File: config.mk
export PLATFORM = sky130hd
export DESIGN_NAME = ob_table_cnt_seq
export DESIGN_NICKNAME = d
export VERILOG_FILES = /design/src/rtl/ob_pkg.sv /design/src/rtl/ob_table_cnt_csa.sv /design/src/rtl/ob_table_cnt_seq.sv
export SDC_FILE = /design/constraint.sdc
export NUM_CORES = 1
export LEC_CHECK = 0
export CAP_MARGIN = 30
export CELL_PAD_IN_SITES_DETAIL_PLACEMENT = 2
export CELL_PAD_IN_SITES_GLOBAL_PLACEMENT = 2
export CORE_ASPECT_RATIO = 1.4
export CORE_MARGIN = 10
export CORE_UTILIZATION = 34
export DETAILED_ROUTE_END_ITERATION = 10
export PLACE_DENSITY_LB_ADDON = 0.3
export SETUP_SLACK_MARGIN = 0.2
export SYNTH_ARGS = -nofsm -noshare
export SYNTH_HDL_FRONTEND = slang
export SYNTH_SLANG_ARGS = --single-unit
File: constraint.sdc
create_clock -name clk -period 8.7 [get_ports clk]
set_clock_uncertainty 0.15 [all_clocks]
set_input_delay 2.61 -clock clk [delete_from_list [all_inputs] [get_ports clk]]
set_output_delay 2.61 -clock clk [all_outputs]
set_load 0.02 [all_outputs]
File: src/rtl/ob_pkg.sv
// Shared types for the order-book table datapath: compressor selection and
// the table-count sequencer state encoding.
package ob_pkg;

   // Compression style used by the carry-save reduction tree.
   typedef enum logic [1:0] {
      CSA_3_2 = 2'd0,
      CSA_7_2 = 2'd1,
      CSA_ADD = 2'd2
   } csa_op_t;

   // Table-count sequencer states.
   typedef enum logic [2:0] {
      IDLE    = 3'd0,
      READ    = 3'd1,
      DRAIN   = 3'd2,
      RESOLVE = 3'd3,
      RESP    = 3'd4
   } ob_table_cnt_seq_state_t;

   // Words left after one 3:2 reduction level over 'live' words.
   function automatic int csa32_level_out(input int live);
      return 2 * (live / 3) + (live % 3);
   endfunction

   // Words left after one 7:3 reduction level over 'live' words.
   function automatic int csa73_level_out(input int live);
      return 3 * (live / 7) + (live % 7);
   endfunction

endpackage

File: src/rtl/ob_table_cnt_csa.sv
// Combinational carry-save reduction of N words down to a sum/carry pair.
// All carries out of the top bit are dropped, so sum+carry equals the total
// of the inputs modulo 2^W. CSA_ADD collapses everything with a plain adder
// chain and returns a zero carry word.
module ob_table_cnt_csa
   import ob_pkg::*;
#(
   parameter int      W  = 32,
   parameter int      N  = 10,
   parameter csa_op_t OP = CSA_3_2
) (
   input  logic [N*W-1:0] in_words,
   output logic [W-1:0]   sum,
   output logic [W-1:0]   carry
);

   logic [W-1:0] work     [N];
   logic [W-1:0] nxt_work [N];
   logic [W-1:0] v0;
   logic [W-1:0] v1;
   logic [W-1:0] v2;
   logic [W-1:0] a;
   logic [W-1:0] b;
   logic [W-1:0] c;
   logic [2:0]   bit_cnt;
   int           live;
   int           produced;

   // Reduce the live word set level by level until only two words remain.
   always_comb begin
      for (int i = 0; i < N; i++) begin
         work[i]     = in_words[i*W +: W];
         nxt_work[i] = '0;
      end
      v0       = '0;
      v1       = '0;
      v2       = '0;
      a        = '0;
      b        = '0;
      c        = '0;
      bit_cnt  = '0;
      live     = N;
      produced = 0;
      sum      = '0;
      carry    = '0;

      if (OP == CSA_ADD) begin
         for (int i = 0; i < N; i++) begin
            sum = sum + work[i];
         end
      end else begin
         for (int lvl = 0; lvl < N; lvl++) begin
            if (live > 2) begin
               produced = 0;
               for (int i = 0; i < N; i++) begin
                  nxt_work[i] = '0;
               end
               if ((OP == CSA_7_2) && (live >= 7)) begin
                  // 7:3 column counters: each group of seven becomes three words
                  for (int g = 0; g < N / 7; g++) begin
                     if ((7 * g + 6) < live) begin
                        for (int bi = 0; bi < W; bi++) begin
                           bit_cnt = '0;
                           for (int j = 0; j < 7; j++) begin
                              bit_cnt = bit_cnt + {2'b00, work[7*g+j][bi]};
                           end
                           v0[bi] = bit_cnt[0];
                           v1[bi] = bit_cnt[1];
                           v2[bi] = bit_cnt[2];
                        end
                        nxt_work[produced]   = v0;
                        nxt_work[produced+1] = v1 << 1;
                        nxt_work[produced+2] = v2 << 2;
                        produced = produced + 3;
                     end
                  end
                  for (int i = 0; i < N; i++) begin
                     if ((i >= 7 * (live / 7)) && (i < live)) begin
                        nxt_work[produced] = work[i];
                        produced = produced + 1;
                     end
                  end
               end else begin
                  // 3:2 full-adder rows: each group of three becomes two words
                  for (int g = 0; g < N / 3; g++) begin
                     if ((3 * g + 2) < live) begin
                        a = work[3*g];
                        b = work[3*g+1];
                        c = work[3*g+2];
                        nxt_work[produced]   = a ^ b ^ c;
                        nxt_work[produced+1] = ((a & b) | (a & c) | (b & c)) << 1;
                        produced = produced + 2;
                     end
                  end
                  for (int i = 0; i < N; i++) begin
                     if ((i >= 3 * (live / 3)) && (i < live)) begin
                        nxt_work[produced] = work[i];
                        produced = produced + 1;
                     end
                  end
               end
               for (int i = 0; i < N; i++) begin
                  work[i] = nxt_work[i];
               end
               live = produced;
            end
         end
         sum   = work[0];
         carry = work[1];
      end
   end

endmodule

File: src/rtl/ob_table_cnt_seq.sv
// Table-count sequencer: reads a wrapping range of table rows one per cycle,
// folds every returned row into a carry-save accumulator, resolves the total
// with a single carry-propagate add and hands it out on a valid/ready port.
module ob_table_cnt_seq
   import ob_pkg::*;
#(
   parameter int      W     = 32,
   parameter int      N     = 8,
   parameter int      DEPTH = 64,
   parameter csa_op_t OP    = CSA_3_2,
   localparam int     AW    = $clog2(DEPTH),
   localparam int     CW    = $clog2(DEPTH + 1)
) (
   input  logic          clk,
   input  logic          arst_n,
   input  logic          cmd_vld,
   output logic          cmd_rdy,
   input  logic [AW-1:0] cmd_base,
   input  logic [CW-1:0] cmd_cnt,
   output logic          rd_en,
   output logic [AW-1:0] rd_addr,
   input  logic [N*W-1:0] rd_data,
   output logic          rsp_vld,
   input  logic          rsp_rdy,
   output logic [W-1:0]  rsp_sum,
   output logic          busy
);

   localparam logic [AW-1:0] LAST_ADDR = AW'(DEPTH - 1);

   ob_table_cnt_seq_state_t state;
   ob_table_cnt_seq_state_t state_nxt;

   logic [CW-1:0] remain;
   logic          acc_en;
   logic [W-1:0]  s_acc;
   logic [W-1:0]  c_acc;
   logic [W-1:0]  csa_sum;
   logic [W-1:0]  csa_carry;
   logic          accept;

   assign accept = cmd_vld & cmd_rdy;

   // Row words plus the two accumulator words feed one reduction tree.
   ob_table_cnt_csa #(
      .W  (W),
      .N  (N + 2),
      .OP (OP)
   ) u_csa (
      .in_words ({c_acc, s_acc, rd_data}),
      .sum      (csa_sum),
      .carry    (csa_carry)
   );

   // State register.
   always_ff @(posedge clk or negedge arst_n) begin
      if (!arst_n) begin
         state <= IDLE;
      end else begin
         state <= state_nxt;
      end
   end

   // Next-state decode and the per-state handshake/read strobes.
   always_comb begin
      state_nxt = state;
      cmd_rdy   = 1'b0;
      rd_en     = 1'b0;
      rsp_vld   = 1'b0;
      busy      = 1'b1;
      case (state)
         IDLE: begin
            cmd_rdy = 1'b1;
            busy    = 1'b0;
            if (cmd_vld) begin
               state_nxt = (cmd_cnt == '0) ? RESP : READ;
            end
         end
         READ: begin
            rd_en = 1'b1;
            if (remain == CW'(1)) begin
               state_nxt = DRAIN;
            end
         end
         DRAIN: begin
            state_nxt = RESOLVE;
         end
         RESOLVE: begin
            state_nxt = RESP;
         end
         RESP: begin
            rsp_vld = 1'b1;
            if (rsp_rdy) begin
               state_nxt = IDLE;
            end
         end
         default: begin
            state_nxt = IDLE;
         end
      endcase
   end

   // Read address walks forward from the base, wrapping at the last row.
   always_ff @(posedge clk or negedge arst_n) begin
      if (!arst_n) begin
         rd_addr <= '0;
         remain  <= '0;
      end else if (accept) begin
         rd_addr <= cmd_base;
         remain  <= cmd_cnt;
      end else if (rd_en) begin
         rd_addr <= (rd_addr == LAST_ADDR) ? '0 : rd_addr + AW'(1);
         remain  <= remain - CW'(1);
      end
   end

   // Row data returns one cycle after its strobe; remember which cycles carry it.
   always_ff @(posedge clk or negedge arst_n) begin
      if (!arst_n) begin
         acc_en <= 1'b0;
      end else begin
         acc_en <= rd_en;
      end
   end

   // Carry-save accumulator, cleared when a new command is taken.
   always_ff @(posedge clk or negedge arst_n) begin
      if (!arst_n) begin
         s_acc <= '0;
         c_acc <= '0;
      end else if (accept) begin
         s_acc <= '0;
         c_acc <= '0;
      end else if (acc_en) begin
         s_acc <= csa_sum;
         c_acc <= csa_carry;
      end
   end

   // Result register: zero for empty ranges, otherwise the resolved total.
   always_ff @(posedge clk or negedge arst_n) begin
      if (!arst_n) begin
         rsp_sum <= '0;
      end else if (accept && (cmd_cnt == '0)) begin
         rsp_sum <= '0;
      end else if (state == RESOLVE) begin
         rsp_sum <= s_acc + c_acc;
      end
   end

endmodule
# Yosys cells after proc, flatten, opt, wreduce, memory -nomap -nowiden
# Index checks and enable logic that the tools add are counted.
[classes]
n_addsub = 3
eq_ne = 9
muxes = 20
bitwise_logic = 57
n_reduce_logical = 7
[ops]
columns = ["operator", "count"]
rows = [
  ["31-bit AND", 24],
  ["32-bit bitwise XOR", 16],
  ["31-bit bitwise OR", 16],
  ["32-bit two-way mux", 6],
  ["32-bit adder", 1],
  ["6-bit two-way mux", 3],
  ["3-bit one-hot mux with 5 select lines", 1],
  ["7-bit two-way mux", 2],
  ["3-bit two-way mux", 4],
  ["7-bit by 1-bit == test with 1-bit output (second input constant)", 1],
  ["7-bit zero test", 1],
  ["7-bit by 1-bit subtractor with 7-bit output (second input constant)", 1],
  ["6-bit by 1-bit adder with 6-bit output (second input constant)", 1],
  ["3-bit by 2-bit == test with 1-bit output (second input constant)", 2],
  ["6-bit == test (second input constant)", 1],
  ["2-bit != test (second input constant)", 3],
  ["2-bit nonzero test", 3],
  ["1-bit two-way mux", 4],
  ["3-bit by 1-bit == test with 1-bit output (second input constant)", 1],
  ["3-bit == test (second input constant)", 1],
  ["3-bit zero test", 1],
  ["3-bit AND reduction", 1],
  ["1-bit AND", 1],
  ["1-bit logical AND", 1],
]
[word_totals]
reg_bits = 113
in_bits = 273
output_inout_bits = 42
elab_cells = 103

# Logic depth before layout (Yosys ltp)
[depth]
depth_word = 17
mapped_depth = 14

# Cells and area by module
# From an unflattened synthesis, not the netlist that was laid out.
[unflattened]
cells_unflattened = 1238
area_unflattened_um2 = 12554.5
[by_module_without_submodules]
columns = ["mod", "instances", "cells_each", "area_each_um2"]
rows = [
  ["ob_table_cnt_seq", 1, 676, 6388.6],
  ["ob_table_cnt_csa", 1, 562, 6165.9],
]

# Worst setup path before layout
# OpenSTA, ideal clock, no wires.
[synth_path]
path_type = "input-to-reg"
start = "input port rd_data[222]"
end = "register s_acc[31]"
setup_ns = 0.121
arrival_time_ns = 5.375
slack_ns = 3.054
path_stages = 12
n_path_buf = 0
path_cell_list = "fa_1 > inv_1 > fa_1 > fa_1 > fa_1 > xnor2_1 > xnor2_1 > xnor2_1 > xnor2_1 > nand2_1 > xor2_1 > nor2_1"
[synth_between]
elab_chain_len = 13
elab_cells_between_ends = 27
cone_classes = "2 x mux; 25 x bitwise"
[synth_lines]
columns = ["element", "line", "rtl"]
rows = [
  ["from (decl)", "ob_table_cnt_seq.sv:22", "input logic [N*W-1:0] rd_data,"],
  ["32-bit bitwise XOR (4 in a row)", "ob_table_cnt_csa.sv:90", "nxt_work[produced] = a ^ b ^ c;"],
  ["31-bit AND", "ob_table_cnt_csa.sv:91", "nxt_work[produced+1] = ((a & b) | (a & c) | (b & c)) << 1;"],
  ["31-bit bitwise OR (2 in a row)", "ob_table_cnt_csa.sv:91", ""],
  ["32-bit bitwise XOR (2 in a row)", "ob_table_cnt_csa.sv:90", ""],
  ["32-bit bitwise XOR (*) (2 in a row)", "ob_table_cnt_csa.sv:90", ""],
  ["32-bit two-way mux (*)", "ob_table_cnt_seq.sv:134", "end else if (acc_en) begin"],
  ["32-bit two-way mux (*)", "ob_table_cnt_seq.sv:131", "end else if (accept) begin"],
  ["to (signal assigned)", "ob_table_cnt_seq.sv:135", "s_acc <= csa_sum;"],
  ["to (decl)", "ob_table_cnt_seq.sv:36", "logic [W-1:0] s_acc;"],
]
# Mark *: on every way between the ends. The rest lies on a longest branch, timed or not. The select of a mux whose other input is x is not followed.
# A chain may end at the register's enable or synchronous reset.

# Worst setup path after layout
[layout_path]
start = "input port rd_data[111]"
end = "register s_acc[15]"
[layout_between]
elab_chain_len = 11
[layout_lines]
columns = ["element", "line"]
rows = [
  ["32-bit bitwise XOR (9 in a row)", "ob_table_cnt_csa.sv:90"],
  ["32-bit two-way mux", "ob_table_cnt_seq.sv:134"],
  ["32-bit two-way mux", "ob_table_cnt_seq.sv:131"],
]
# No other way between the ends. The select of a mux whose other input is x is not followed.

==> results by group <==
Outcome
  • Status: complete, no violations

Layout
  • Multi-input gate area: 0.00816 sq mm
  • Fin nets: between 2000 and 2500
  • FF+latch area: ~0.0028 sq mm
  • Most common library cell in the layout ignoring fill and taps: inv_1
  • Post-route cell area: about 0.016 sq mm
  • # diodes: 0
  • Area grow syn2layout: 32.2%
  • Most frequent cells in the layout: inv_1 (344), clkdlybuf4s50_1 (313), fa_1 (241)
  • Proportion of layout cells with a drive suffix above 1: ~3.9%
  • FILL cells: between 3000 and 4000

Drt
  • 1st-pass router iterations: 4
  • Wire per inst: ~20 um
  • Final wirelength: slightly below 40000 um
  • Via density: around 4.8
  • Drt first-iter violations: between 200 and 300
  • Post-DRT Antenna Nets: 0
  • Vias after detailed routing: between 9000 and 10000
  • Drt drc: 0

Worst setup path
  • CP max FO: 1
  • Critical path type: primary input to register
  • Worst reg2reg setup slack: about 5.0 ns
  • Arr. time, crit path: roughly 6.2 ns
  • CP startpoint kind: primary input
  • CP Capture Type: register
  • Req. time, crit path: a little under 9 ns

Yosys
  • Syn Area/Cell: around 10 sq um
  • Top-area cell type share of the netlist area: between 30% and 40%
  • Yosys reg bits: between 100 and 150
  • Cell Area, Synth: roughly 0.012 sq mm
  • Area leader, netlist: fa_1
  • Post-synth EDFFs: 0
  • Mapped Cells: between 1000 and 1500
  • Synth warnings: 0
  • Asr flop ratio synth: 100%
  • Synth top area cells: fa_1 (39%), dfrtp_1 (22%), inv_1 (10%)
  • Post-synthesis sequential area ratio: 22.4%
  • Post-synthesis cell type count: between 60 and 70
  • Synth Flop Type: dfrtp_1
  • Synth Net Count: between 1500 and 2000

Power
  • Lkg Pwr: 7.67 nW
  • PD cells: roughly 370 mW/mm^2
  • Max rail drop VDD: 130 uV

CTS
  • Resized cells post-CTS: 0
  • Clock buffer depth: 2
  • CTS H-tree lvls: 3
  • Root cell of the clock tree: clkbuf_16
  • CTS tree: yes
  • Clock transition at the registers of the reported paths: ~0.080 ns
  • CTS Hold Bufs: 0
  • TritonCTS buffer count: 9
  • Clock Latency Late Sink: roughly 0.36 ns
  • Post-CTS Setup Inserts: 0
  • Clk sinks: between 100 and 150

Min path
  • Path type of the worst min-delay path: register to register

Global routing
  • First-pass GRT wire length: around 64000 um
  • Number of global-route vias before repair: approximately 12000
  • Antenna violations before repair: 0
  • Total grt overflow: 0
  • Total track usage: 17.8%
  • Largest net degree at the start of global routing: 83

Timing
  • Period utilization: between 70% and 80%
  • Post-layout minimum cycle time: just over 6 ns
  • # setup viols final: 0
  • Setup repair after global routing missed its margin: false
  • Fmax achieved: roughly 160 MHz
  • Rel. slew slack: about 37%
  • Final Hold Vio Count: 0
  • Sum Neg Setup Slack: 0 ns
  • Max-slew violation count: 0
  • Worst-Margin Slew: approximately 0.95 ns

Floorplanning
  • Die width: about 180 um
  • Num rows: 82
  • Core area: between 0.03 and 0.04 sq mm
  • Initial core utilization: around a third
  • DIE AREA: approximately 0.044 sq mm
  • Die height: roughly 250 um
  • I/O pins: 315

Placed design
  • Placed Area: about 0.016 sq mm
  • PortBufs: between 300 and 400
  • Final HPWL DP: 33900 um
  • Placer Congestion: 0.753

Run
  • MaxCap Viol Count: 0
==> cell usage after synthesis (9+ instances only) <==
library cell and instances:
nor2_1 90, ha_1 35, a211oi_1 10, mux2i_1 37
a21o_1 9, inv_1 344, nand2_1 48, nor3_1 11
clkbuf_1 15, o21ai_0 47, dfrtp_1 110, fa_1 241
a21oi_1 25, buf_2 11, nand3_1 16, xnor2_1 21
mux2_2 23
==> through the flow <==
step           util (%)  std cells  setup slack (ns)  hold WS, ns  power, mW
3_5_place_dp       44.6       1962              2.18        0.321       5.80
3_3_place_gp       44.6       1961              2.44        0.315       5.34
2_1_floorplan         -       1208              3.05        0.328       4.16
6_report           45.4       1978              2.57        0.329       6.08
5_1_grt            45.4       1978              2.57        0.357       6.91
4_1_cts            45.4       1978              2.58        0.340       6.27
==> per-layer routing <==
layer	track usage, %	up-vias	share of wire (%)	routed length [um]
li1	-	4269	-	-
met1	17.8	4975	34	13300
met2	36.9	173	61	23600
met3	3.33	19	4.3	1660
met4	3.38	0	1.1	410
met5	0	-	0	0
==> logic make-up after synthesis <==
group | Yosys count | synth area share (%)
adders and majority gates | 276 | 42.8
AOI/OAI and AO/OA | 155 | 8.58
DFF | 110 | 22.4
muxes | 60 | 5.11
xor gates and xnor gates | 29 | 2.06
and+or+nand+nor | 207 | 7.67
buffers and inverters | 371 | 11.5
==> power by group <==
part / internal [mW] / total [mW] / switching [mW]
combinational: 2.10 / 4.66 / 2.56
sequential: 0.774 / 1.01 / 0.234
clock: 0.205 / 0.417 / 0.212
total: 3.08 / 6.08 / 3.00
==> final cells by class <==
class / instances / area share [%]
clock inverter: 6 / 0.277
timing repair buffer: 319 / 19.7
inverter: 344 / 7.94
sequential: 110 / 16.9
multi-input combinational: 727 / 50.1
clock buffer: 10 / 1.47
tap: 462 / 3.55
==> critical path: stages <==
cell and delay (ns):
clkdlybuf4s50_1 0.46, inv_1 0.06, fa_1 0.56, inv_1 0.07, fa_1 0.56, inv_1 0.06, fa_1 0.54, fa_1 0.46
fa_1 0.50, inv_1 0.05, mux2i_1 0.18, nor2_1 0.07
==> sequential cells by signal (all words and copies together), names as in the netlist <==
name     cells
state        3
rd_addr      6
rsp_sum     32
s_acc       32
remain       7
acc_en       1
c_acc       29
==> path summary, 6_finish.rpt <==
path                               end    startpoint  cells past startpoint
max                          s_acc[15]  rd_data[111]                     12
min                        rsp_sum[25]   rsp_sum[25]                      2
max reg2reg                  s_acc[15]     s_acc[15]                      9
min reg2reg                rsp_sum[25]   rsp_sum[25]                      2
max in group asynchronous  rsp_sum[14]        arst_n                      2
min in group asynchronous     state[1]        arst_n                      1
Power figures use the tool's default switching activity.
